--- src/rtl/mux_n1_scan_pkg.sv ---
// rtl/mux_n1_scan_pkg.sv - shared encodings and width helpers for the N:1 scan mux
package mux_n1_scan_pkg;

   // mode input encodings
   localparam logic MODE_MANUAL = 1'b0;
   localparam logic MODE_SCAN   = 1'b1;

   // top-level FSM states
   typedef enum logic {
      ST_MANUAL = 1'b0,
      ST_SCAN   = 1'b1
   } state_e;

   // index width for n channels; a lone channel still needs one bit
   function automatic int sel_width(input int n);
      return (n > 1) ? $clog2(n) : 1;
   endfunction

   // dwell counter width, wide enough to hold dwell itself so no count can overflow
   function automatic int cnt_width(input int dwell);
      return $clog2(dwell + 1);
   endfunction

endpackage

--- src/rtl/mux_scan_counter.sv ---
// rtl/mux_scan_counter.sv - dwell counter and rotating channel index for scan mode
module mux_scan_counter
   import mux_n1_scan_pkg::*;
#(
   parameter int N     = 4,
   parameter int DWELL = 10,
   parameter int SEL_W = sel_width(N),
   parameter int CNT_W = cnt_width(DWELL)
) (
   input  logic             clk,
   input  logic             rst,
   input  logic             load_i,
   input  logic [SEL_W-1:0] load_idx_i,
   input  logic             run_i,
   input  logic             hold_i,
   output logic [SEL_W-1:0] idx_nxt_o,
   output logic             wrap_nxt_o
);

   localparam logic [CNT_W-1:0] CNT_LAST = CNT_W'(DWELL - 1);
   localparam logic [SEL_W-1:0] IDX_LAST = SEL_W'(N - 1);

   logic [CNT_W-1:0] dwell_cnt_q, dwell_cnt_d;
   logic [SEL_W-1:0] scan_idx_q,  scan_idx_d;
   logic             wrap_d;

   // next count/index: load on scan entry, otherwise count unless frozen by hold
   always_comb begin
      dwell_cnt_d = dwell_cnt_q;
      scan_idx_d  = scan_idx_q;
      wrap_d      = 1'b0;
      if (load_i) begin
         scan_idx_d  = load_idx_i;
         dwell_cnt_d = '0;
      end else if (run_i && !hold_i) begin
         if (dwell_cnt_q == CNT_LAST) begin
            dwell_cnt_d = '0;
            // explicit compare keeps the index inside 0..N-1 for any N
            if (scan_idx_q == IDX_LAST) begin
               scan_idx_d = '0;
               wrap_d     = 1'b1;
            end else begin
               scan_idx_d = scan_idx_q + SEL_W'(1);
            end
         end else begin
            dwell_cnt_d = dwell_cnt_q + CNT_W'(1);
         end
      end
   end

   // counter state registers
   always_ff @(posedge clk) begin
      if (rst) begin
         dwell_cnt_q <= '0;
         scan_idx_q  <= '0;
      end else begin
         dwell_cnt_q <= dwell_cnt_d;
         scan_idx_q  <= scan_idx_d;
      end
   end

   // the top registers the upcoming index so out_sel matches the counter state it shows
   assign idx_nxt_o  = scan_idx_d;
   assign wrap_nxt_o = wrap_d;

endmodule

--- src/rtl/mux_n1_scan.sv ---
// rtl/mux_n1_scan.sv - registered N:1 mux with manual select and dwell-based channel scan
module mux_n1_scan
   import mux_n1_scan_pkg::*;
#(
   parameter  int WIDTH = 1,
   parameter  int N     = 4,
   parameter  int DWELL = 10,
   localparam int SEL_W = (N > 1) ? $clog2(N) : 1
) (
   input  logic               clk,
   input  logic               rst,
   input  logic [N*WIDTH-1:0] in_bus,
   input  logic [SEL_W-1:0]   sel,
   input  logic               mode,
   input  logic               hold,
   output logic [WIDTH-1:0]   out,
   output logic [SEL_W-1:0]   out_sel,
   output logic               out_valid,
   output logic               out_changed,
   output logic               scan_wrap
);

   // N widened by one bit so it stays exact when N is a power of two
   localparam logic [SEL_W:0] N_EXT = (SEL_W + 1)'(N);

   state_e             state_q, state_d;
   logic [WIDTH-1:0]   out_q, out_d;
   logic [SEL_W-1:0]   out_sel_q, out_sel_d;
   logic               out_valid_q, out_valid_d;
   logic               out_changed_q, out_changed_d;
   logic               scan_wrap_q, scan_wrap_d;

   logic               sel_legal;
   logic               cnt_load;
   logic               cnt_run;
   logic [SEL_W-1:0]   scan_idx_nxt;
   logic               scan_wrap_nxt;

   // extract channel idx; loop form never indexes past the bus for illegal idx
   function automatic logic [WIDTH-1:0] pick_ch(input logic [N*WIDTH-1:0] bus,
                                                input logic [SEL_W-1:0]   idx);
      logic [WIDTH-1:0] r;
      r = '0;
      for (int k = 0; k < N; k++) begin
         if (idx == SEL_W'(k)) r = bus[k*WIDTH +: WIDTH];
      end
      return r;
   endfunction

   assign sel_legal = ({1'b0, sel} < N_EXT);

   // entering scan seeds the index from the channel currently shown
   assign cnt_load = (mode == MODE_SCAN) && (state_q == ST_MANUAL);
   assign cnt_run  = (mode == MODE_SCAN) && (state_q == ST_SCAN);

   mux_scan_counter #(
      .N     (N),
      .DWELL (DWELL),
      .SEL_W (SEL_W)
   ) u_scan_counter (
      .clk        (clk),
      .rst        (rst),
      .load_i     (cnt_load),
      .load_idx_i (out_sel_q),
      .run_i      (cnt_run),
      .hold_i     (hold),
      .idx_nxt_o  (scan_idx_nxt),
      .wrap_nxt_o (scan_wrap_nxt)
   );

   // next state and outputs; mode acts at the same edge it is sampled
   always_comb begin
      state_d     = state_q;
      out_d       = out_q;
      out_sel_d   = out_sel_q;
      out_valid_d = 1'b0;
      scan_wrap_d = 1'b0;
      if (mode == MODE_SCAN) begin
         state_d     = ST_SCAN;
         out_sel_d   = scan_idx_nxt;
         out_d       = pick_ch(in_bus, scan_idx_nxt);
         out_valid_d = 1'b1;
         scan_wrap_d = scan_wrap_nxt;
      end else begin
         state_d = ST_MANUAL;
         // illegal sel keeps out/out_sel, so out_changed cannot fire
         if (sel_legal) begin
            out_sel_d   = sel;
            out_d       = pick_ch(in_bus, sel);
            out_valid_d = 1'b1;
         end
      end
      out_changed_d = (out_d != out_q);
   end

   // FSM state and registered outputs
   always_ff @(posedge clk) begin
      if (rst) begin
         state_q       <= ST_MANUAL;
         out_q         <= '0;
         out_sel_q     <= '0;
         out_valid_q   <= 1'b0;
         out_changed_q <= 1'b0;
         scan_wrap_q   <= 1'b0;
      end else begin
         state_q       <= state_d;
         out_q         <= out_d;
         out_sel_q     <= out_sel_d;
         out_valid_q   <= out_valid_d;
         out_changed_q <= out_changed_d;
         scan_wrap_q   <= scan_wrap_d;
      end
   end

   assign out         = out_q;
   assign out_sel     = out_sel_q;
   assign out_valid   = out_valid_q;
   assign out_changed = out_changed_q;
   assign scan_wrap   = scan_wrap_q;

endmodule

--- config.mk ---
export PLATFORM = sky130hd
export DESIGN_NAME = mux_n1_scan
export DESIGN_NICKNAME = d
export VERILOG_FILES = /design/src/rtl/mux_n1_scan_pkg.sv /design/src/rtl/mux_scan_counter.sv /design/src/rtl/mux_n1_scan.sv
export SDC_FILE = /design/constraint.sdc
export NUM_CORES = 1
export LEC_CHECK = 0
export CORE_UTILIZATION = 50
export CTS_CLUSTER_SIZE = 16
export DETAILED_ROUTE_END_ITERATION = 7
export PLACE_DENSITY_LB_ADDON = 0.1
export SYNTH_ARGS = -nofsm -noshare
export SYNTH_HDL_FRONTEND = slang
export SYNTH_SLANG_ARGS = --single-unit
--- constraint.sdc ---
create_clock -name clk -period 5.3 [get_ports clk]
set_clock_uncertainty 0.2 [all_clocks]
set_input_delay 1.06 -clock clk [delete_from_list [all_inputs] [get_ports clk]]
set_output_delay 1.06 -clock clk [all_outputs]
set_load 0.005 [all_outputs]
==> results of run 1 <==
-- flip-flops by register name (all words and copies together), names as in the netlist --
register and cells:
state_q 1, scan_wrap 1, out_changed 1, out 1, out_valid 1, u_scan_counter.scan_idx_q 2, u_scan_counter.dwell_cnt_q 4, out_sel 2
-- logic make-up (layout without fill, tap and decap cells) --
| family | count (synthesis) | in the layout | synth area share (%) |
|---|---|---|---|
| xor+xnor | 1 | 1 | 1.275 |
| mux | 4 | 4 | 8.560 |
| buf+inv | 5 | 22 | 3.824 |
| compound gates | 15 | 15 | 17.85 |
| flops | 13 | 13 | 37.89 |
| simple gates | 34 | 34 | 28.78 |
| fa+ha+maj | 1 | 1 | 1.821 |
-- synth_stat cells, types with 2 or more instances --
| master | n |
|---|---|
| nor3_1 | 3 |
| a21oi_1 | 2 |
| nand2_1 | 5 |
| o21ai_0 | 2 |
| nor2_1 | 11 |
| nand2b_1 | 2 |
| inv_1 | 3 |
| dfxtp_1 | 13 |
| nor2b_1 | 3 |
| nand4_1 | 2 |
| o211a_1 | 2 |
| and4b_4 | 2 |
-- report_power, final --
group | internal (mW) | leakage (nW) | switching, mW | total (mW)
clock | 0.0292 | 0.0150 | 0.0318 | 0.0610
sequential | 0.103 | 0.107 | 0.00323 | 0.106
combinational | 0.0226 | 0.224 | 0.0157 | 0.0383
-- area by class of cell --
| cell class | count | area (sq um) |
|---|---|---|
| Sequential cell | 13 | 260.3 |
| Multi-Input combinational cell | 55 | 400.4 |
| Tap cell | 14 | 17.52 |
| Inverter | 3 | 11.26 |
| Clock buffer | 4 | 26.28 |
| Timing Repair Buffer | 15 | 150.1 |
| Fill cell | 99 | 320.3 |
-- metrics by stage --
step / instances / worst slack [ns] / power (mW) / utilization (%)
floorplan: 73 / 2.242 / 0.1291 / -
global placement: 100 / 1.619 / 0.1456 / 70.78
detailed placement: 100 / 1.540 / 0.1460 / 70.78
CTS: 104 / 1.829 / 0.2070 / 73.00
global route: 104 / 1.716 / 0.2176 / 73.00
finish: 104 / 1.811 / 0.2050 / 73.00
-- worst min path at each step --
stage	endpoint	cells past startpoint
2_1_floorplan	u_scan_counter.dwell_cnt_q[3]	2
3_3_place_gp	u_scan_counter.dwell_cnt_q[3]	2
3_5_place_dp	u_scan_counter.dwell_cnt_q[3]	2
4_1_cts	u_scan_counter.dwell_cnt_q[3]	2
5_1_grt	u_scan_counter.dwell_cnt_q[3]	2
6_report	u_scan_counter.dwell_cnt_q[3]	2
-- metal layers --
layer / wire length [um] / up-vias
met4: 4 / 0
met1: 699 / 271
met2: 553 / 15
met3: 67 / 2
li1: - / 301
met5: 0 / -
-- worst register-to-register path, cell delays in order (launching register included) --
cell,delay [ns]
dfxtp_1,0.43
and4b_4,0.30
a21boi_1,0.11
o31ai_2,0.35
mux2_4,0.34
a211oi_2,0.29
mux2_1,0.35
==> out/qor.log, run 1 <==
qor: finish.design.final.nets 102
qor: timing.finalWorstPathRequiredPeriod 3.489 ns
qor: logic_synthesis.synth-edff-count 0
qor: critical_path.critical_path.slowest_cell clkdlybuf4s50_1
qor: logic_synthesis.yosysSeqAreaShare 37.89%
qor: logic_synthesis.postSynth.topFlopCell dfxtp_1
qor: logic_synthesis.postSynth.asyncResetShare 0%
qor: power.cellPowerDensity 236.8 nW/um^2
qor: critical_path.r2r_start state_q
qor: global_routing.antenna_violations_before_repair 0
qor: place.dpl_cell_area 839.6 sq um
qor: route.dr.pass1.iters 4
qor: global_routing.grt_first_pass_wirelength 2187 um
qor: critical_path.ff2ff_path_depth 6
qor: cts.clock_latency 0.28 ns
qor: critical_path.timing.critical_path.max_delay_family compound AO/OA/AOI/OAI gates
qor: run_status.outcome complete, no violations
qor: finish.final_area 865.8 sq um
qor: critical_path.timing.critical_path.arrival 3.45 ns
qor: critical_path.rr_endpoint out_changed
qor: logic_synthesis.mappedNetlistNets 84
qor: critical_path.endpoint out_changed
qor: place.place.gp.congestion 0.8976
qor: critical_path.max_stage_delay 0.63 ns
qor: critical_path.crit_buf_inv 1
qor: route.routed_wl 1325 um
qor: global_routing.most_congested_layer_reported_by_global_routing met2
qor: cts.postCtsResizedCells 0
qor: finish.antenna_cells_inserted 0
qor: finish.mostFrequentLayoutCell clkdlybuf4s50_1
qor: logic_synthesis.synth_top_cell_area_share 37.89%
qor: worst_hold_path.worst_hold_start u_scan_counter.dwell_cnt_q[3]
qor: route.detail_route.wl_per_cell 12.74 um
qor: finish.mostFrequentLayoutCells clkdlybuf4s50_1 (15), dfxtp_1 (13), nor2_1 (11)
qor: die.initial_utilization 57.91%
qor: logic_synthesis.synth_top_cells_by_area dfxtp_1 (38%), nor2_1 (6.0%), and4b_4 (4.0%)
qor: route.viasPerCell 5.663
qor: worst_hold_path.hold_path_class reg -> reg
qor: logic_synthesis.post_synth.cell_area_avg 9.410 sq um
qor: timing.timing_worst_slew_pin_value 0.4585 ns
qor: die.rows 12
qor: logic_synthesis.netlist_area 686.9 sq um
qor: flow_run.cap_viol_max_count 0
qor: timing.fin_tns_setup 0 ns
qor: timing.report.final.hold_viol_count 0
qor: critical_path.critPathCaptureType register
qor: global_routing.global_route.usage.met2 31.67%
qor: route.first_iter_violations 15
qor: cts.cts-htree-levels 1
qor: cts.clk_path_buf_depth 2
qor: critical_path.worst_ep_required_time 5.26 ns
qor: place.dpl.hpwl 994.6 um
qor: critical_path.critPathLaunch mode
qor: global_routing.globalRouteTotalUtil 21.45%
qor: route.routed-via-count 589
qor: cts.sinks_on_clock_net 13
qor: cts.post_cts_buffers 0
qor: timing.fmax 286.6 MHz
qor: cts.holdBufCountCts 0
qor: logic_synthesis.yosysWarnings 0
qor: die.dieArea 1526 sq um
qor: logic_synthesis.yosys_register_bits 13
qor: critical_path.reg2reg_setup_slack 2.82 ns
qor: global_routing.grtUsageMet3 6.936%
qor: timing.final.period_utilization 65.83%
qor: logic_synthesis.synthCells 73
qor: power.vdd.ir_drop.worst 0.1555 mV
qor: timing.slew_headroom 69.34%
qor: critical_path.path_cells clkdlybuf4s50_1 -> and4b_4 -> a21boi_1 -> o31ai_2 -> mux2_4 -> a211oi_2 -> mux2_1
qor: global_routing.first_global_vias 510
qor: place.io_buffers 15
qor: timing.unrepaired_setup_endpoints_after_global_routing false
qor: logic_synthesis.post-synth-top-area-cell dfxtp_1
qor: critical_path.critical_path_depth 7
qor: cts.clockRootBuffer clkbuf_4
qor: cts.cts_tree built
qor: timing.fin_worst_hold_slack 0.3213 ns
qor: global_routing.use_met1 28.62%
qor: critical_path.cp_max_fo 10
qor: global_routing.grt_start_max_net_pins 13
qor: global_routing.gr-total-overflow 0
qor: route.ant_nets 0
qor: route.remaining_drc_errors 0
qor: power.p_leak 0.3462 nW
qor: die.floorplan.die.height 39.07 um
qor: finish.drive_above_1_share 12.22%
qor: cts.number_of_clock_buffers_inserted_by_tritoncts 3
qor: critical_path.setup.worst_path.start_class primary input
qor: die.design.core.area 1186 sq um
qor: die.fp.dieW 39.07 um
qor: cts.clk_pin_slew 0.08 ns
qor: logic_synthesis.synth_cell_type_count 35
qor: finish.area_growth 26.05%
qor: timing.timing.final.setup_violations 0
qor: die.io_pins 16
qor: timing.final_count_of_pins_violating_max_slew 0
qor: critical_path.path_class in -> reg
(Power assumes the default switching activity.)
==> run 2, diff against run 1 <==
--- a/config.mk
+++ b/config.mk
@@ -5,7 +5,7 @@
 export SDC_FILE = /design/constraint.sdc
 export NUM_CORES = 1
 export LEC_CHECK = 0
-export CORE_UTILIZATION = 50
+export CORE_UTILIZATION = 42
 export CTS_CLUSTER_SIZE = 16
 export DETAILED_ROUTE_END_ITERATION = 7
 export PLACE_DENSITY_LB_ADDON = 0.1
==> constraint.sdc (replaced) <==
create_clock -name clk -period 2.9 [get_ports clk]
set_clock_uncertainty 0.2 [all_clocks]
set_input_delay 0.58 -clock clk [delete_from_list [all_inputs] [get_ports clk]]
set_output_delay 0.58 -clock clk [all_outputs]
set_load 0.005 [all_outputs]
==> run 2 against run 1 <==
- die area rose by 18%
- utilization fell by 12 points
- power rose by 86%
- setup slack got worse by 1.6 ns
- global-route usage fell by 3.3 points
- non-clock buffer count rose by 8
- wire length rose by 9.6%
- clock power rose by 80%
- register-to-register slack got worse by 2.3 ns
- via count rose by 6.5%
- sequential share of layout area fell by 2.0 points
- highest routed layer unchanged
==> out/qor.log, run 2 (synthesized netlist as in run 1, its figures left out) <==
qor: cts.sinks_on_clock_net 13 [unchanged]
qor: route.dr.pass1.iters 4 [unchanged]
qor: timing.fin_tns_setup 0 ns [unchanged]
qor: cts.post_cts_buffers 0 [unchanged]
qor: cts.clockRootBuffer clkbuf_4
qor: power.net-switching-power 0.09289 mW [+83%]
qor: cts.clock_latency 0.27 ns [about the same]
qor: critical_path.setup.worst_path.start_class primary input
qor: power.power_frac_clock 28.9% [-0.8 points]
qor: run_status.outcome complete, no violations
qor: timing.timing.final.setup_violations 0 [unchanged]
qor: power.cellPowerDensity 410.5 nW/um^2 [+73%]
qor: finish.design.final.nets 110 [+7.8%]
qor: critical_path.worst_ep_required_time 2.86 ns [-2.40 ns]
qor: finish.largest_register_ff_count 4 [unchanged]
qor: timing.timing_worst_slew_pin_value 0.4551 ns [-0.003400 ns]
qor: place.io_buffers 15 [unchanged]
qor: die.rows 14 [+2]
qor: critical_path.rr_endpoint out_changed
qor: timing.report.final.hold_viol_count 0 [unchanged]
qor: power.vdd.ir_drop.worst 0.2716 mV [+75%]
qor: route.top_layer_used met4
qor: critical_path.cp_max_fo 3 [-7]
qor: cts.clk_pin_slew 0.08 ns [about the same]
qor: finish.area_growth 35.15%
qor: worst_hold_path.timing.hold.worst_endpoint u_scan_counter.dwell_cnt_q[3]
qor: route.met2WireLength 677 um [+22%]
qor: route.first_iter_violations 6 [-9]
qor: global_routing.grt_start_max_net_pins 13 [unchanged]
qor: cts.cts_tree built
qor: route.viasPerCell 5.500 [-2.9%]
qor: worst_hold_path.worst_hold_start u_scan_counter.dwell_cnt_q[3]
qor: global_routing.antenna_violations_before_repair 0 [unchanged]
qor: global_routing.globalRouteTotalUtil 18.17% [-3.3 points]
qor: die.io_pins 16 [unchanged]
qor: die.initial_utilization 45.07% [-13 points]
qor: cts.clk_path_buf_depth 2 [unchanged]
qor: global_routing.first_global_vias 579 [+14%]
qor: place.place.gp.congestion 0.8054 [-10%]
qor: place.dpl.hpwl 1146 um [+15%]
qor: timing.final.period_utilization 94.15%
qor: worst_hold_path.hold_path_class reg -> reg
qor: route.routed_wire_length_on_met3 43 um [-36%]
qor: global_routing.gr-total-overflow 0 [unchanged]
qor: finish.drive_above_1_share 19.39% [+7.2 points]
qor: power.design_power_total 0.3811 mW [+86%]
qor: route.routed_wl 1452 um [+9.6%]
qor: timing.fmax 366.2 MHz
qor: route.ant_nets 0 [unchanged]
qor: route.detail_route.wirelength.met1 720 um [+3.0%]
qor: flow_run.cap_viol_max_count 0 [unchanged]
qor: critical_path.reg2reg_setup_slack 0.48 ns [-2.34 ns]
qor: die.fp.dieW 42.44 um [+8.6%]
qor: worst_hold_path.hold_path_depth 2 [unchanged]
qor: critical_path.timing.critical_path.arrival 2.69 ns [-0.76 ns]
qor: cts.holdBufCountCts 0 [unchanged]
qor: power.p_leak 0.3863 nW [+12%]
qor: finish.antenna_cells_inserted 0 [unchanged]
qor: route.detail_route.wl_per_cell 12.74 um [about the same]
qor: power.cell_internal_pwr 0.2883 mW [+87%]
qor: power.seq_power_share 50.8% [-0.8 points]
qor: die.dieArea 1801 sq um [+18%]
qor: global_routing.grt_first_pass_wirelength 2463 um [+13%]
qor: finish.mostFrequentLayoutCell clkdlybuf4s50_1
qor: cts.cts-htree-levels 1 [unchanged]
qor: route.remaining_drc_errors 0 [unchanged]
qor: finish.registers.top_by_ff_count u_scan_counter.dwell_cnt_q
qor: power.power_switching_share 24.37% [-0.35 points]
qor: timing.slew_headroom 69.56% [+0.23 points]
qor: critical_path.path_class in -> reg
qor: critical_path.r2r_start u_scan_counter.dwell_cnt_q[1]
qor: finish.layout.core_utilization 60.92% [-12 points]
qor: route.routed-via-count 627 [+6.5%]
qor: finish.mostFrequentLayoutCells clkdlybuf4s50_1 (15), dfxtp_1 (13), nor2_1 (11)
qor: cts.postCtsResizedCells 0 [unchanged]
qor: critical_path.ff2ff_path_depth 6 [unchanged]
qor: timing.unrepaired_setup_endpoints_after_global_routing false
qor: timing.final_count_of_pins_violating_max_slew 0 [unchanged]
qor: timing.finalWorstPathRequiredPeriod 2.730 ns
qor: power.power_share_of_the_combinational_group 20.3% [+1.6 points]
qor: critical_path.critPathCaptureType register
qor: die.floorplan.die.height 42.44 um [+8.6%]
qor: die.design.core.area 1524 sq um [+28%]
qor: cts.number_of_clock_buffers_inserted_by_tritoncts 3 [unchanged]
[run 2: cell types whose count changed in the layout (fill, tap and decap cells not counted), sizes merged]
| cell | previous run | this run |
|---|---|---|
| buf | 0 | 8 |
[run 2: routing by layer]
metal	vias to the layer above	track usage (%)
li1	317	-
met1	295	24.47
met2	13	28.00
met3	2	2.586
met4	0	9.375
met5	-	0
[run 2: final cells by class]
class,count,area [sq um]
flip-flops and latches,13,260.3
repair buffers,23,210.2
multi-input cells,55,400.4
well taps,16,20.02
fillers,141,595.6
inverters,3,11.26
clock buffers,4,26.28
[run 2: critical path, cell delays in order]
cell,delay (ns)
clkdlybuf4s50_1,0.50
and4b_4,0.26
a21boi_1,0.09
o31ai_2,0.32
mux2_4,0.34
a211oi_2,0.27
mux2_1,0.34
[run 2: power groups by stage]
stage	clock network [mW]	logic, mW	registers (mW)
6_report	0.110	0.0775	0.193
2_1_floorplan	0	0.0389	0.197
3_5_place_dp	0	0.0778	0.198
5_1_grt	0.126	0.0845	0.195
3_3_place_gp	0	0.0768	0.197
4_1_cts	0.118	0.0781	0.194
[run 2: worst max path at each step]
| stage | startpoint | to | slack (ns) | cells after the start |
|---|---|---|---|---|
| 6_report | mode | out_changed | 0.17 | 7 |
| 5_1_grt | mode | out_changed | 0.07 | 7 |
| 4_1_cts | mode | out_changed | 0.17 | 7 |
| 3_5_place_dp | mode | out_changed | -0.12 | 7 |
| 3_3_place_gp | mode | out_changed | -0.06 | 7 |
| 2_1_floorplan | mode | out_changed | 0.32 | 7 |
[run 2: per-stage QoR]
stage          std cells  hold WS [ns]  area [sq um]  setup slack [ns]
2_1_floorplan         73        0.2729         686.9            0.3224
3_3_place_gp         110        0.2908         902.1          -0.05923
3_5_place_dp         110        0.3214         902.1           -0.1194
4_1_cts              114        0.3353         928.4            0.1707
5_1_grt              114        0.3500         928.4           0.07482
6_report             114        0.3289         928.4            0.1696
==> variant 1, RTL diff (settings of run 2) <==
Add an input register stage for `in_bus`, `sel`, `mode` and `hold`, without a reset; this delays them by one clock.
--- a/src/rtl/mux_n1_scan.sv
+++ b/src/rtl/mux_n1_scan.sv
@@ -25,2 +25,14 @@
 
+   logic [N*WIDTH-1:0] in_bus_q;
+   logic [SEL_W-1:0] sel_q;
+   logic mode_q;
+   logic hold_q;
+
+   always_ff @(posedge clk) begin
+      in_bus_q <= in_bus;
+      sel_q    <= sel;
+      mode_q   <= mode;
+      hold_q   <= hold;
+   end
+
    state_e             state_q, state_d;
@@ -49,7 +61,7 @@
 
-   assign sel_legal = ({1'b0, sel} < N_EXT);
+   assign sel_legal = ({1'b0, sel_q} < N_EXT);
 
    // entering scan seeds the index from the channel currently shown
-   assign cnt_load = (mode == MODE_SCAN) && (state_q == ST_MANUAL);
-   assign cnt_run  = (mode == MODE_SCAN) && (state_q == ST_SCAN);
+   assign cnt_load = (mode_q == MODE_SCAN) && (state_q == ST_MANUAL);
+   assign cnt_run  = (mode_q == MODE_SCAN) && (state_q == ST_SCAN);
 
@@ -65,3 +77,3 @@
       .run_i      (cnt_run),
-      .hold_i     (hold),
+      .hold_i     (hold_q),
       .idx_nxt_o  (scan_idx_nxt),
@@ -77,6 +89,6 @@
       scan_wrap_d = 1'b0;
-      if (mode == MODE_SCAN) begin
+      if (mode_q == MODE_SCAN) begin
          state_d     = ST_SCAN;
          out_sel_d   = scan_idx_nxt;
-         out_d       = pick_ch(in_bus, scan_idx_nxt);
+         out_d       = pick_ch(in_bus_q, scan_idx_nxt);
          out_valid_d = 1'b1;
@@ -87,4 +99,4 @@
          if (sel_legal) begin
-            out_sel_d   = sel;
-            out_d       = pick_ch(in_bus, sel);
+            out_sel_d   = sel_q;
+            out_d       = pick_ch(in_bus_q, sel_q);
             out_valid_d = 1'b1;
Formal check against the unedited RTL: not equivalent (Yosys sat finds a counterexample within 4 cycles, from zero or initial values and one cycle with rst high).
==> variant 1 against run 2 <==
The flow now finishes with violations (DRC); setup slack improved by 0.51 ns; sequential cell count rose by 8; total power rose by 34%; cell area rose by 16%; combinational power fell by 23%; first-iteration DRC count did not move; final cell count rose by 15%; core utilization fell by 5.9 points; routed wire length rose by 15%; count of clock-buffer cells in the layout did not move; synthesized area rose by 28%; critical path type is now flip-flop to flip-flop; highest routed layer unchanged.
==> variant 1: results (changes against run 2) <==
- Mapped Nets: 98 (was 84)
- Pin count of the biggest net entering global routing: 14 (was 13)
- Met2 GRT Util: 30.0% (was 28.0%)
- Seq/Total Area, Yosys: 47.9% (was 37.9%)
- Drt pass-1 iters: 5 (was 4)
- Commonest cells in the netlist: 21 x dfxtp_1, 7 x nand2_1, 7 x nor2_1 (was 13 x dfxtp_1, 11 x nor2_1, 5 x nand2_1)
- Skew-Pair Late Insertion Delay: 0.30 ns (was 0.27 ns)
- Arrival @ worst endpoint: 2.22 ns (was 2.69 ns)
- Crit-path max FO: 10 (was 3)
- Clock-pin slew on the worst setup and hold paths: 0.11 ns (was 0.08 ns)
- Routed wl met2: 786 µm (was 677 µm)
- Slew headroom: 65.5% (was 69.6%)
- Failing checks: DRC
- Met3 wire length: 57 µm (was 43 µm)
- Drt wl/cell: 12.7 µm (about the same)
- Post-DP HPWL: 1210 µm (was 1150 µm)
- First-pass GRT wire length: 2730 µm (was 2460 µm)
- Static leakage: 0.420 nW (was 0.386 nW)
- Number of remaining DRC errors: 1 (was 0)
- Leading post-synthesis cells by cell area: dfxtp_1 48%, nand2_1 3.0%, nor2_1 3.0% (was dfxtp_1 38%, nor2_1 6.0%, and4b_4 4.0%)
- Status: finished, violations left (was finished clean)
- GR Util met1: 20.2% (was 24.5%)
- Total track usage: 17.7% (was 18.2%)
- Layout cells sized above 1: 13.5% (was 19.4%)
- Filler Cell Count: 201 (was 141)
- Netlist cell types: 37 (was 35)
- DRT met1 WL: 778 µm (was 720 µm)
[variant 1: cells by family (layout without fill, tap and decap cells)]
group	after synthesis	in the layout	synth area share [%]
mux	3	3	5.42
xor+xnor	1	1	0.999
buf+inv	6	23	3.14
compound gates	22	22	17.7
fa+ha+maj	1	1	1.43
simple gates	33	33	23.4
flops	21	21	47.9
[variant 1: worst max-delay path, cell delays in order, from the launching register on]
cell,delay (ns)
dfxtp_1,0.52
and4b_1,0.30
nand3_1,0.18
a41o_1,0.28
nor3_1,0.16
o21a_2,0.19
mux2_4,0.29
[variant 1: power by group]
part	internal, W	switching [W]
clock network	0.0000537	0.0000853
logic	0.0000377	0.0000217
registers	0.000302	0.0000110
[variant 1: cell type report]
cell class | count | share of cell area [%]
Multi-Input combinational cell | 60 | 39.8
Sequential cell | 21 | 39.0
Timing Repair Buffer | 16 | 14.6
Tap cell | 27 | 3.13
Clock buffer | 4 | 2.44
Inverter | 3 | 1.04
[variant 1: path summary, 6_finish.rpt]
| check | from | end | depth (start not counted) | slack, ns |
|---|---|---|---|---|
| worst min-delay path | out_sel[0] | u_scan_counter.scan_idx_q[0] | 2 | 0.29 |
| worst max register to register | mode_q | out_changed | 6 | 0.68 |
| worst min register to register | out_sel[0] | u_scan_counter.scan_idx_q[0] | 2 | 0.29 |
| worst max-delay path | mode_q | out_changed | 6 | 0.68 |
[variant 1: stage by stage]
stage / cells / setup WS [ns] / instance area [µm²] / util [%]
global route: 131 / 0.583 / 1080 / 55.0
detailed placement: 127 / 0.705 / 1050 / 53.6
global placement: 127 / 0.772 / 1050 / 53.6
floorplan: 87 / 0.912 / 877 / -
finish: 131 / 0.681 / 1080 / 55.0
CTS: 131 / 0.697 / 1080 / 55.0
==> variant 2, RTL diff (config.mk and constraints of run 2) <==
Without the edit above. `N` is set to 4 in 2 places; all go to 8.
--- a/src/rtl/mux_scan_counter.sv
+++ b/src/rtl/mux_scan_counter.sv
@@ -4,3 +4,3 @@
 #(
-   parameter int N     = 4,
+   parameter int N     = 8,
    parameter int DWELL = 10,
--- a/src/rtl/mux_n1_scan.sv
+++ b/src/rtl/mux_n1_scan.sv
@@ -5,3 +5,3 @@
    parameter  int WIDTH = 1,
-   parameter  int N     = 4,
+   parameter  int N     = 8,
    parameter  int DWELL = 10,
Interface: changed (resized in_bus, out_sel and sel); port bits go from 16 to 22. No check against the original RTL was run, so the function may have changed too.
==> variant 2 against run 2 <==
Non-clock buffer count up 14; core utilization is 3.4 points higher; combinational power is 57% higher; setup slack better by 0.050 ns; largest power group unchanged; routed wire length grew 37%; cell area up 40%; count of clock-buffer cells in the layout down 1; total power up 24%; synthesized area grew 35%; sequential cell count grew 2.
==> variant 2: results (changes against run 2) <==
- Status: finished clean (unchanged)
- N_diodes: 0 (unchanged)
- Netlist cell types: 37 (was 35)
- H-tree depth: 1 (unchanged)
- Slew headroom: 60.6% (was 69.6%)
- Layout cells sized above 1: 27.3% (was 19.4%)
- DR iter-0 viols: 6 (unchanged)
- Setup Buffers After CTS: 0 (unchanged)
- Mapped Nets: 107 (was 84)
- Worst slack at placement: -0.0839 ns (was -0.119 ns)
- Ys async rst share: 0% (unchanged)
- Final count of negative-setup-slack endpoints: 0 (unchanged)
- Crit-path max FO: 6 (was 3)
- RD Place Congestion: 0.822 (was 0.805)
- First-pass GRT wire length: 3470 µm (was 2460 µm)
- Post-DP HPWL: 1580 µm (was 1150 µm)
- Root buf cell: clkbuf_4 (unchanged)
- Final cell count without fillers: 155 (was 114)
- Maximum vdd drop: 0.000283 V (was 0.000272 V)
- Commonest cells in the netlist: 15 x dfxtp_1, 10 x nor2_1, 7 x mux2i_1 (was 13 x dfxtp_1, 11 x nor2_1, 5 x nand2_1)
- DP Cell Count: 151 (was 110)
- HP Start: u_scan_counter.dwell_cnt_q[3] (unchanged)
- Clock Tree Buf Depth: 2 (unchanged)
- Port Buffer Count: 21 (was 15)
- Leading post-synthesis cells by cell area: dfxtp_1 32%, mux2i_1 7.6%, mux4_2 4.9% (was dfxtp_1 38%, nor2_1 6.0%, and4b_4 4.0%)
- Vias/cell: 5.10 (was 5.50)
- Arrival @ worst endpoint: 2.67 ns (was 2.69 ns)
- Worst hold path class: flip-flop to flip-flop (unchanged)
- Vias in the first global route: 809 (was 579)
- Total track usage: 19.8% (was 18.2%)
- Max reg flops: 4 (unchanged)
- Clock buffer count from CTS: 3 (unchanged)
- Seq/Total Area, Yosys: 32.4% (was 37.9%)
- Static leakage: 0.527 nW (was 0.386 nW)
- Drt pass-1 iters: 4 (unchanged)
- Drt wl/cell: 12.8 µm (was 12.7 µm)
- Reg-to-Reg Start: u_scan_counter.scan_idx_q[0] (was u_scan_counter.dwell_cnt_q[1])
- Pin count of the biggest net entering global routing: 16 (was 13)
- Skew-Pair Late Insertion Delay: 0.29 ns (was 0.27 ns)
- Synth Instances: 90 (was 73)
- Nets: 146 (was 110)
## variant 2: cell count changes in the layout (fill, tap and decap cells not counted), sizes merged, moves of 3 or more
cell                  run 2  this run
clkdlybuf4s50            15        21
nor2b                     3         6
mux2i                     1         7
nor4                      0         4
buf                       8        16
## variant 2: metrics by stage
step                utilization, %  area [µm²]  power [W]  hold slack [ns]
detailed placement            62.9        1270   0.000352            0.326
global placement              62.9        1270   0.000351            0.301
CTS                           64.3        1300   0.000478            0.348
global route                  64.3        1300   0.000497            0.383
finish                        64.3        1300   0.000471            0.338
floorplan                        -         927   0.000289            0.287
## variant 2: final cells by class
class | count | area [µm²]
inverter | 4 | 15.0
timing repair buffer | 37 | 330
sequential | 15 | 300
multi-input combinational | 68 | 593
fill | 184 | 722
tap | 27 | 33.8
clock inverter | 1 | 5.00
clock buffer | 3 | 22.5
## variant 2: metal layers
layer / share of wire, % / vias to the layer above / GRT usage, % / wire, µm
met3: 3.5 / 4 / 5.92 / 69
met2: 50 / 18 / 35.2 / 996
met5: 0 / - / 0 / 0
met1: 44 / 361 / 21.0 / 870
met4: 2.3 / 0 / 10.3 / 46
li1: - / 408 / - / -
## variant 2: power breakdown
part,switching [W],total (W),internal [W]
combinational,0.0000478,0.000122,0.0000745
sequential,0.00000799,0.000225,0.000217
clock,0.0000725,0.000124,0.0000514
total,0.000128,0.000471,0.000343
## variant 2: cells by family after synthesis
group                    synth area share (%)
AO/OA/AOI/OAI                            13.9
XOR/XNOR                                0.945
buffers and inverters                    3.64
multiplexers                             14.0
flip-flops                               32.4
AND/OR/NAND/NOR                          32.4
adder cells (fa/ha/maj)                  2.70
## variant 2: worst max-delay path: stages
cell and delay (ns):
clkdlybuf4s50_1 0.56, nor2b_2 0.19, buf_4 0.18, nor4_4 0.07
nor3_4 0.24, mux2i_1 0.23, mux2i_1 0.11, o211ai_2 0.19
mux2_4 0.31
## variant 2: worst paths after layout
check / to / slack, ns / cells past startpoint
setup / recovery: out_changed / 0.22 / 9
setup reg to reg: out_changed / 0.47 / 8
hold / removal: u_scan_counter.dwell_cnt_q[3] / 0.34 / 2
hold reg to reg: u_scan_counter.dwell_cnt_q[3] / 0.34 / 2
